$ cat config.mk
export PLATFORM = sky130hd
export DESIGN_NAME = uart_rx
export DESIGN_NICKNAME = d
export VERILOG_FILES = /design/src/rtl/uart_rx.sv
export SDC_FILE = /design/constraint.sdc
export NUM_CORES = 1
export LEC_CHECK = 0
export ABC_CLOCK_PERIOD_IN_PS = 3200
export CORE_MARGIN = 1.5
export CORE_UTILIZATION = 57
export DETAILED_ROUTE_END_ITERATION = 10
export PLACE_DENSITY = 0.77
export SKIP_LAST_GASP = 1
export SLEW_MARGIN = 20
export SYNTH_ARGS = -nofsm -noshare
export SYNTH_HDL_FRONTEND = slang
export SYNTH_SLANG_ARGS = --single-unit
$ cat constraint.sdc
create_clock -name clk -period 3.2 [get_ports clk]
set_clock_uncertainty 0.15 [all_clocks]
set_input_delay 0.96 -clock clk [delete_from_list [all_inputs] [get_ports clk]]
set_output_delay 0.96 -clock clk [all_outputs]
set_load 0.05 [all_outputs]
$ cat src/rtl/uart_rx.sv
`default_nettype none
// ============================================================================
// Module   : uart_rx
// Brief    : 8N1 UART receiver (start, 8 data LSB first, stop) with a two-flop
//            input synchronizer and a sticky byte-ready flag. BAUD_CNT >= 4.
//            Define UART_RX_FRM_ERR_EN to add the frm_err stop-bit check output.
// Revision : 1.0 - initial release
// ============================================================================
module uart_rx #(
    parameter int BAUD_CNT = 2604
) (
    input  logic       clk,
    input  logic       rst,
    input  logic       RX,
    input  logic       clr_rdy,
    output logic [7:0] rx_data,
    output logic       rdy
`ifdef UART_RX_FRM_ERR_EN
    ,
    output logic       frm_err
`endif
);

    localparam int                 c_CNT_W     = $clog2(BAUD_CNT);
    localparam logic [c_CNT_W-1:0] c_HALF_BIT  = c_CNT_W'(BAUD_CNT / 2);
    localparam logic [c_CNT_W-1:0] c_FULL_BIT  = c_CNT_W'(BAUD_CNT - 1);
    localparam logic [3:0]         c_START_SMP = 4'd0;
    localparam logic [3:0]         c_STOP_SMP  = 4'd9;

    typedef enum logic [0:0] {
        ST_IDLE    = 1'b0,
        ST_RECEIVE = 1'b1
    } state_t;

    state_t               r_state;
    state_t               w_state_nxt;

    logic                 r_rx_meta;
    logic                 r_rx_s;
    logic                 r_rx_prev;

    logic [c_CNT_W-1:0]   r_baud_cnt;
    logic [3:0]           r_bit_cnt;
    logic [7:0]           r_shift;
    logic [7:0]           r_rx_data;
    logic                 r_rdy;

    logic                 w_start;
    logic                 w_strobe;
    logic                 w_frame_done;

    // Synchronizer flops reset high so reset release never looks like a start edge
    always_ff @(posedge clk or posedge rst) begin
        if (rst) begin
            r_rx_meta <= 1'b1;
            r_rx_s    <= 1'b1;
            r_rx_prev <= 1'b1;
        end else begin
            r_rx_meta <= RX;
            r_rx_s    <= r_rx_meta;
            r_rx_prev <= r_rx_s;
        end
    end

    always_ff @(posedge clk or posedge rst) begin
        if (rst) begin
            r_state <= ST_IDLE;
        end else begin
            r_state <= w_state_nxt;
        end
    end

    // Start requires a falling edge, so a held-low line (break) cannot retrigger
    always_comb begin
        w_state_nxt  = r_state;
        w_start      = 1'b0;
        w_strobe     = 1'b0;
        w_frame_done = 1'b0;
        case (r_state)
            ST_IDLE: begin
                if (r_rx_prev && !r_rx_s) begin
                    w_start     = 1'b1;
                    w_state_nxt = ST_RECEIVE;
                end
            end
            ST_RECEIVE: begin
                if (r_baud_cnt == '0) begin
                    w_strobe = 1'b1;
                    if ((r_bit_cnt == c_START_SMP) && r_rx_s) begin
                        w_state_nxt = ST_IDLE;
                    end else if (r_bit_cnt == c_STOP_SMP) begin
                        w_state_nxt  = ST_IDLE;
                        w_frame_done = 1'b1;
                    end
                end
            end
            default: begin
                w_state_nxt = ST_IDLE;
            end
        endcase
    end

    // Half-bit initial load puts every later sample at the middle of its bit
    always_ff @(posedge clk or posedge rst) begin
        if (rst) begin
            r_baud_cnt <= '0;
            r_bit_cnt  <= 4'd0;
            r_shift    <= 8'h00;
        end else if (w_start) begin
            r_baud_cnt <= c_HALF_BIT;
            r_bit_cnt  <= 4'd0;
        end else if (r_state == ST_RECEIVE) begin
            if (w_strobe) begin
                r_baud_cnt <= c_FULL_BIT;
                r_bit_cnt  <= r_bit_cnt + 4'd1;
                if ((r_bit_cnt != c_START_SMP) && (r_bit_cnt != c_STOP_SMP)) begin
                    r_shift <= {r_rx_s, r_shift[7:1]};
                end
            end else begin
                r_baud_cnt <= r_baud_cnt - 1'b1;
            end
        end
    end

    // Frame completion outranks clr_rdy so a byte is never silently lost
    always_ff @(posedge clk or posedge rst) begin
        if (rst) begin
            r_rx_data <= 8'h00;
            r_rdy     <= 1'b0;
        end else if (w_frame_done) begin
            r_rx_data <= r_shift;
            r_rdy     <= 1'b1;
        end else if (clr_rdy || w_start) begin
            r_rdy     <= 1'b0;
        end
    end

    assign rx_data = r_rx_data;
    assign rdy     = r_rdy;

`ifdef UART_RX_FRM_ERR_EN
    logic r_frm_err;

    always_ff @(posedge clk or posedge rst) begin
        if (rst) begin
            r_frm_err <= 1'b0;
        end else if (w_frame_done) begin
            r_frm_err <= ~r_rx_s;
        end
    end

    assign frm_err = r_frm_err;
`endif

endmodule
`default_nettype wire

==> results of run 1 <==
==> cell type report <==
type                       instances  area (µm²)  area share
clock buffer                       6        41.3      0.0205
clock inverter                     2        35.0      0.0174
sequential                        37         930       0.461
timing repair buffer              13         128      0.0634
tap                               44        55.1      0.0273
inverter                           9        33.8      0.0168
multi-input combinational        108         792       0.393
==> layer usage <==
| layer | routed length, µm | GRT usage | vias to the layer above |
|---|---|---|---|
| met4 | 63 | 0.123 | 0 |
| met5 | 0 | 0 | - |
| met2 | 1710 | 0.357 | 33 |
| met3 | 164 | 0.0633 | 4 |
| li1 | - | - | 604 |
| met1 | 1480 | 0.293 | 655 |
==> cells by family after synthesis <==
logic type / share of synthesized area
multiplexers: 0.124
AND/OR/NAND/NOR: 0.172
flip-flops: 0.520
buffers and inverters: 0.0371
adder cells (fa/ha/maj): 0.0350
XOR/XNOR: 0.00980
AO/OA/AOI/OAI: 0.102
==> sequential cells by signal, summed over array words and instances (netlist names) <==
name and cells:
rx_data 8, r_rx_meta 1, r_bit_cnt 4, r_shift 8, r_rx_s 1, r_baud_cnt 12
r_state 1, r_rx_prev 1, rdy 1
==> synthesized netlist by cell type, types with 2 or more instances <==
master and number:
nor3_1 4, nand2b_1 2, mux2_2 9, o211ai_1 2
a21oi_1 8, clkbuf_1 2, o21ai_0 8, xor2_1 2
nand3_1 3, a211oi_1 3, nor2_1 10, dfrtp_1 34
and3_1 2, nand2_1 12, nor4_1 3, a31oi_1 5
mux2_4 8, inv_1 8, nand4_1 2, or4_4 2
or3_1 2, nand3b_1 2, nor3b_1 2, ha_1 5
dfstp_2 3
==> path summary, 6_finish.rpt <==
path | to | from | slack [ns]
setup / recovery | r_shift[6]$_DFFE_PP0P_ | r_baud_cnt[4]$_DFFE_PP0P_ | 0.55
setup reg to reg | r_shift[6]$_DFFE_PP0P_ | r_baud_cnt[4]$_DFFE_PP0P_ | 0.55
max in group asynchronous | r_rx_prev$_DFF_PP1_ | rst | 1.69
min in group asynchronous | r_shift[5]$_DFFE_PP0P_ | rst | 0.86
hold reg to reg | r_rx_s$_DFF_PP1_ | r_rx_meta$_DFF_PP1_ | 0.21
hold / removal | r_rx_s$_DFF_PP1_ | r_rx_meta$_DFF_PP1_ | 0.21
==> power groups by stage <==
| stage | Combinational [mW] | Sequential [mW] | Clock [mW] |
|---|---|---|---|
| global route | 0.284 | 0.650 | 0.337 |
| floorplan | 0.197 | 0.616 | 0 |
| detailed placement | 0.245 | 0.643 | 0 |
| finish | 0.244 | 0.639 | 0.309 |
| CTS | 0.244 | 0.636 | 0.321 |
| global placement | 0.230 | 0.635 | 0 |
==> stage by stage <==
stage	utilization	worst slack, ns	cell area, µm²
after floorplan	-	0.789	1790
after global placement	0.640	0.639	1940
after detailed placement	0.640	0.567	1940
after CTS	0.665	0.538	2010
after global routing	0.665	0.494	2010
final	0.665	0.553	2010
==> critical path, cell delays in order (launching register included) <==
cell     delay [ns]
dfrtp_1        0.47
or4_4          0.57
or4_4          0.53
or2_1          0.45
mux2_4         0.37
==> results.md, run 1 <==
- Status: complete, no violations
- Syn Inst Count: 158
- Sw frac: 0.317
- EDFF count, synth: 0
- Seq cells post-synth: 37
- Setup violations, final: 0
- Total clock sinks: 37
- Max Root-Sink Buffers: 2
- Main synth FF type: dfrtp_1
- Initial antenna violation count: 0
- DRT Pass-1 Iters: 4
- Post-synth ARST share: 1.00
- Grt ovf: 0
- Max_cap viols: 0
- RSZ-0062 raised after global routing: false
- Net switching power: 0.378 mW
- Relative slew slack: 0.383
- Synthesis-to-layout area growth: 12.7%
- Hold path cells: 0
- Initial Utilization: 0.590
- Flop pwr share: 0.536
- Hold WC Path Type: reg -> reg
- DRT Wirelength: 3.42 mm
- Fraction of layout cells with a size suffix above 1: 0.200
- ANT nets after route: 0
- Wire length per cell: 15.6 µm
- Htree depth: 2
- Unique cell type count in the Yosys netlist: 40
- Period utilisation layout: 0.827
- Io pins: 13
- Worst-Margin Slew: 0.917 ns
- Warnings, synthesis: 0
- Crit path DAT: 2.73 ns
- Required @ worst endpoint: 3.28 ns
- Latest clock arrival within the worst-skew pair: 0.34 ns
- Clock transition at path regs: 0.10 ns
- Fmax: 0.378 GHz
- CP Capture Type: flip-flop
- CTS root buf: clkbuf_4
- Placer Congestion: 0.828
- DP Cell Count: 211
- Top post-synthesis cells by area: dfrtp_1 (48%), mux2_4 (6.7%), mux2_2 (5.7%)
- Setup Fix Bufs, Post-CTS: 0
- Post-CTS resize count: 0
- Yosys top cell by area: dfrtp_1
- Die Y: 59.0 µm
- Via count: 1296
- Setup_tns: 0 ns
- Worst Reg-to-Reg Cells: 4
- Slew Viols, Final: 0
- Worst-path fanout max: 8
- Port buffer count: 12
- Syn_area_per_cell: 11.3 µm²
- Hold-fix buffers at CTS: 0
- Hold Fails Final Rpt: 0
- Final net count: 183
- WS Path Type: reg -> reg
- Via density per instance: 5.92
- Synth Net Count: 167
- Fill cells: 246
- Die area: 0.00348 mm²
- Logic pwr share: 0.204
- Core Area: 0.00303 mm²
- Power per cell area: 592 mW/mm²
- Power Total: 1.19 mW
- 1st-iter DRT viols: 50
- First-pass GRT wire length: 5.73 mm
- Site Rows: 20
- VDD IR max: 0.000393 V
- Chip Width: 59.0 µm
- Clk pwr share: 0.259
- CTS tree: yes
- Leakage: 0.916 nW
- Top-area cell type share of the netlist area: 0.476
- DP HPWL: 2.44 mm
- Min Tclk post-route: 2.65 ns
- Commonest cells after routing, fill and taps aside: dfrtp_1 (34), nand2_1 (12), clkdlybuf4s50_1 (12)
- Post-synthesis sequential area ratio: 0.520
- # DRC: 0
- Final Non-Filler Cells: 219
- CP startpoint kind: flip-flop
- Vias in the first global route: 1267
- Worst hold slack: 0.212 ns
- CTS Buf Count: 5
- Post-synthesis cell area: 0.00179 mm²
- Antenna diode count: 0
- Commonest non-fill, non-tap cell in the layout: dfrtp_1
- GRT Overall Usage: 0.230
- Largest net degree at the start of global routing: 38
- Internal: 0.815 mW
Note: power is estimated with default switching activity, not from simulation.
==> run 2: changes to the inputs <==
--- a/config.mk
+++ b/config.mk
@@ -5,7 +5,7 @@
 export SDC_FILE = /design/constraint.sdc
 export NUM_CORES = 1
 export LEC_CHECK = 0
-export ABC_CLOCK_PERIOD_IN_PS = 3200
+export ABC_CLOCK_PERIOD_IN_PS = 2700
 export CORE_MARGIN = 1.5
 export CORE_UTILIZATION = 57
 export DETAILED_ROUTE_END_ITERATION = 10
==> constraint.sdc (replaced) <==
create_clock -name clk -period 2.7 [get_ports clk]
set_clock_uncertainty 0.15 [all_clocks]
set_input_delay 0.81 -clock clk [delete_from_list [all_inputs] [get_ports clk]]
set_output_delay 0.81 -clock clk [all_outputs]
set_load 0.05 [all_outputs]
==> results.md, run 2 (synthesis gave the netlist of run 1 again) <==
- Commonest non-fill, non-tap cell in the layout: dfrtp_1 (unchanged)
- DRT Wirelength: 3.47 mm (was 3.42 mm)
- Hold-fix buffers at CTS: 0 (unchanged)
- Port buffer count: 12 (unchanged)
- Synthesis-to-layout area growth: 15.9% (was 12.7%)
- DRT Pass-1 Iters: 4 (unchanged)
- Hold WC Path Type: reg -> reg (unchanged)
- Initial Utilization: 0.590 (unchanged)
- Logic pwr share: 0.217 (was 0.204)
- Site Rows: 20 (unchanged)
- Chip Width: 59.0 µm (unchanged)
- Worst r2r dst: r_shift[0]$_DFFE_PP0P_ (was r_shift[6]$_DFFE_PP0P_)
- Post-CTS resize count: 0 (unchanged)
- Final net count: 189 (was 183)
- Slew Viols, Final: 0 (unchanged)
- Via count: 1318 (was 1296)
- Max_cap viols: 0 (unchanged)
- Die area: 0.00348 mm² (unchanged)
- # DRC: 0 (unchanged)
- Internal: 1.01 mW (was 0.815 mW)
- Beginning of the worst hold path: r_rx_meta$_DFF_PP1_ (unchanged)
- Worst-path fanout max: 8 (unchanged)
- WS Path Type: reg -> reg (unchanged)
- Htree depth: 2 (unchanged)
- CTS root buf: clkbuf_4 (unchanged)
- Hold path cells: 0 (unchanged)
- Latest clock arrival within the worst-skew pair: 0.35 ns (was 0.34 ns)
- Min Tclk post-route: 2.59 ns (was 2.65 ns)
- Total clock sinks: 37 (unchanged)
- Antenna diode count: 0 (unchanged)
- Core Area: 0.00303 mm² (unchanged)
- Setup Fix Bufs, Post-CTS: 0 (unchanged)
- Fill cells: 248 (was 246)
- DP HPWL: 2.49 mm (was 2.44 mm)
- First-pass GRT wire length: 6.02 mm (was 5.73 mm)
- Commonest cells after routing, fill and taps aside: dfrtp_1 (34), nand2_1 (12), clkdlybuf4s50_1 (12) (unchanged)
- CTS tree: yes (unchanged)
- 1st-iter DRT viols: 32 (was 50)
- Wire length per cell: 15.4 µm (was 15.6 µm)
- GRT Overall Usage: 0.234 (was 0.230)
- CP Capture Type: flip-flop (unchanged)
- Relative slew slack: 0.533 (was 0.383)
- Crit path DAT: 2.68 ns (was 2.73 ns)
- Period utilisation layout: 0.960 (was 0.827)
- Hold Fails Final Rpt: 0 (unchanged)
- Sw frac: 0.318 (was 0.317)
- Setup violations, final: 0 (unchanged)
- Setup_tns: 0 ns (unchanged)
- Die Y: 59.0 µm (unchanged)
- DP Cell Count: 217 (was 211)
- Final Non-Filler Cells: 225 (was 219)
- Vias in the first global route: 1354 (was 1267)
- Worst reg-to-reg setup slack: 0.11 ns (was 0.55 ns)
- Placer Congestion: 0.845 (was 0.828)
- Flop pwr share: 0.504 (was 0.536)
- CP startpoint kind: flip-flop (unchanged)
- Fraction of layout cells with a size suffix above 1: 0.232 (was 0.200)
- Clk pwr share: 0.279 (was 0.259)
- Required @ worst endpoint: 2.79 ns (was 3.28 ns)
- Power per cell area: 713 mW/mm² (was 592 mW/mm²)
- Io pins: 13 (unchanged)
- Hold path endpoint: r_rx_s$_DFF_PP1_ (unchanged)
- CTS Buf Count: 5 (unchanged)
- Via density per instance: 5.86 (was 5.92)
- Largest net degree at the start of global routing: 38 (unchanged)
- Leakage: 0.949 nW (was 0.916 nW)
- RSZ-0062 raised after global routing: false (unchanged)
- Biggest register: r_baud_cnt (unchanged)
- Worst Reg-to-Reg Cells: 4 (unchanged)
- Clock transition at path regs: 0.11 ns (was 0.10 ns)
- Fmax: 0.386 GHz (was 0.378 GHz)
- Status: complete, no violations (unchanged)
- Net switching power: 0.470 mW (was 0.378 mW)
- Worst r2r src: r_baud_cnt[4]$_DFFE_PP0P_ (unchanged)
- Worst-Margin Slew: 0.693 ns (was 0.917 ns)
- Max Root-Sink Buffers: 2 (unchanged)
- Initial antenna violation count: 0 (unchanged)
- Max reg flops: 12 (unchanged)
- VDD IR max: 0.000557 V (was 0.000393 V)
- Grt ovf: 0 (unchanged)
- ANT nets after route: 0 (unchanged)
==> run 2: cell count changes in the layout (fill, tap and decap cells not counted), sizes merged <==
cell / before / now
buf: 1 / 7
clkinvlp: 0 / 1
clkinv: 2 / 1
==> run 2: routing by layer <==
metal	track usage	up-vias	routed length, µm
li1	-	621	-
met1	0.300	649	1560
met2	0.370	42	1730
met3	0.0611	6	131
met4	0.110	0	47
met5	0	-	0
==> run 2: power by group through the flow <==
stage	Clock (mW)	Sequential, mW	Combinational [mW]
5_1_grt	0.441	0.761	0.367
2_1_floorplan	0	0.730	0.233
6_report	0.412	0.744	0.321
3_5_place_dp	0	0.752	0.317
4_1_cts	0.422	0.741	0.319
3_3_place_gp	0	0.744	0.298
==> run 2: critical path, stage by stage (launching register included) <==
cell	delay [ns]
dfrtp_1	0.47
or4_4	0.57
or4_4	0.53
or2_1	0.42
mux2_4	0.35
==> run 2: cell type report <==
class	instances	area, µm²	share of cell area
Timing Repair Buffer	19	173	0.0833
Clock inverter	2	37.5	0.0181
Inverter	9	33.8	0.0163
Multi-Input combinational cell	108	792	0.382
Tap cell	44	55.1	0.0266
Clock buffer	6	51.3	0.0248
Sequential cell	37	930	0.449
==> run 2: through the flow <==
step | instance area (µm²) | total power [mW] | hold WS (ns) | worst slack, ns | utilization
CTS | 2070 | 1.48 | 0.217 | 0.112 | 0.684
global placement | 1980 | 1.04 | 0.196 | 0.172 | 0.655
global route | 2070 | 1.57 | 0.218 | 0.0340 | 0.684
detailed placement | 1980 | 1.07 | 0.199 | 0.132 | 0.655
floorplan | 1790 | 0.963 | 0.195 | 0.289 | -
finish | 2070 | 1.48 | 0.215 | 0.107 | 0.684
==> run 2: worst max-delay path by stage <==
| stage | from | endpoint | slack, ns | depth (start not counted) |
|---|---|---|---|---|
| after floorplan | r_baud_cnt[4]$_DFFE_PP0P_ | r_shift[0]$_DFFE_PP0P_ | 0.29 | 5 |
| after global placement | r_baud_cnt[4]$_DFFE_PP0P_ | r_shift[3]$_DFFE_PP0P_ | 0.17 | 4 |
| after detailed placement | r_baud_cnt[4]$_DFFE_PP0P_ | r_shift[6]$_DFFE_PP0P_ | 0.13 | 4 |
| after CTS | r_baud_cnt[4]$_DFFE_PP0P_ | r_shift[0]$_DFFE_PP0P_ | 0.11 | 4 |
| after global routing | r_baud_cnt[4]$_DFFE_PP0P_ | r_shift[4]$_DFFE_PP0P_ | 0.03 | 4 |
| final | r_baud_cnt[4]$_DFFE_PP0P_ | r_shift[0]$_DFFE_PP0P_ | 0.11 | 4 |
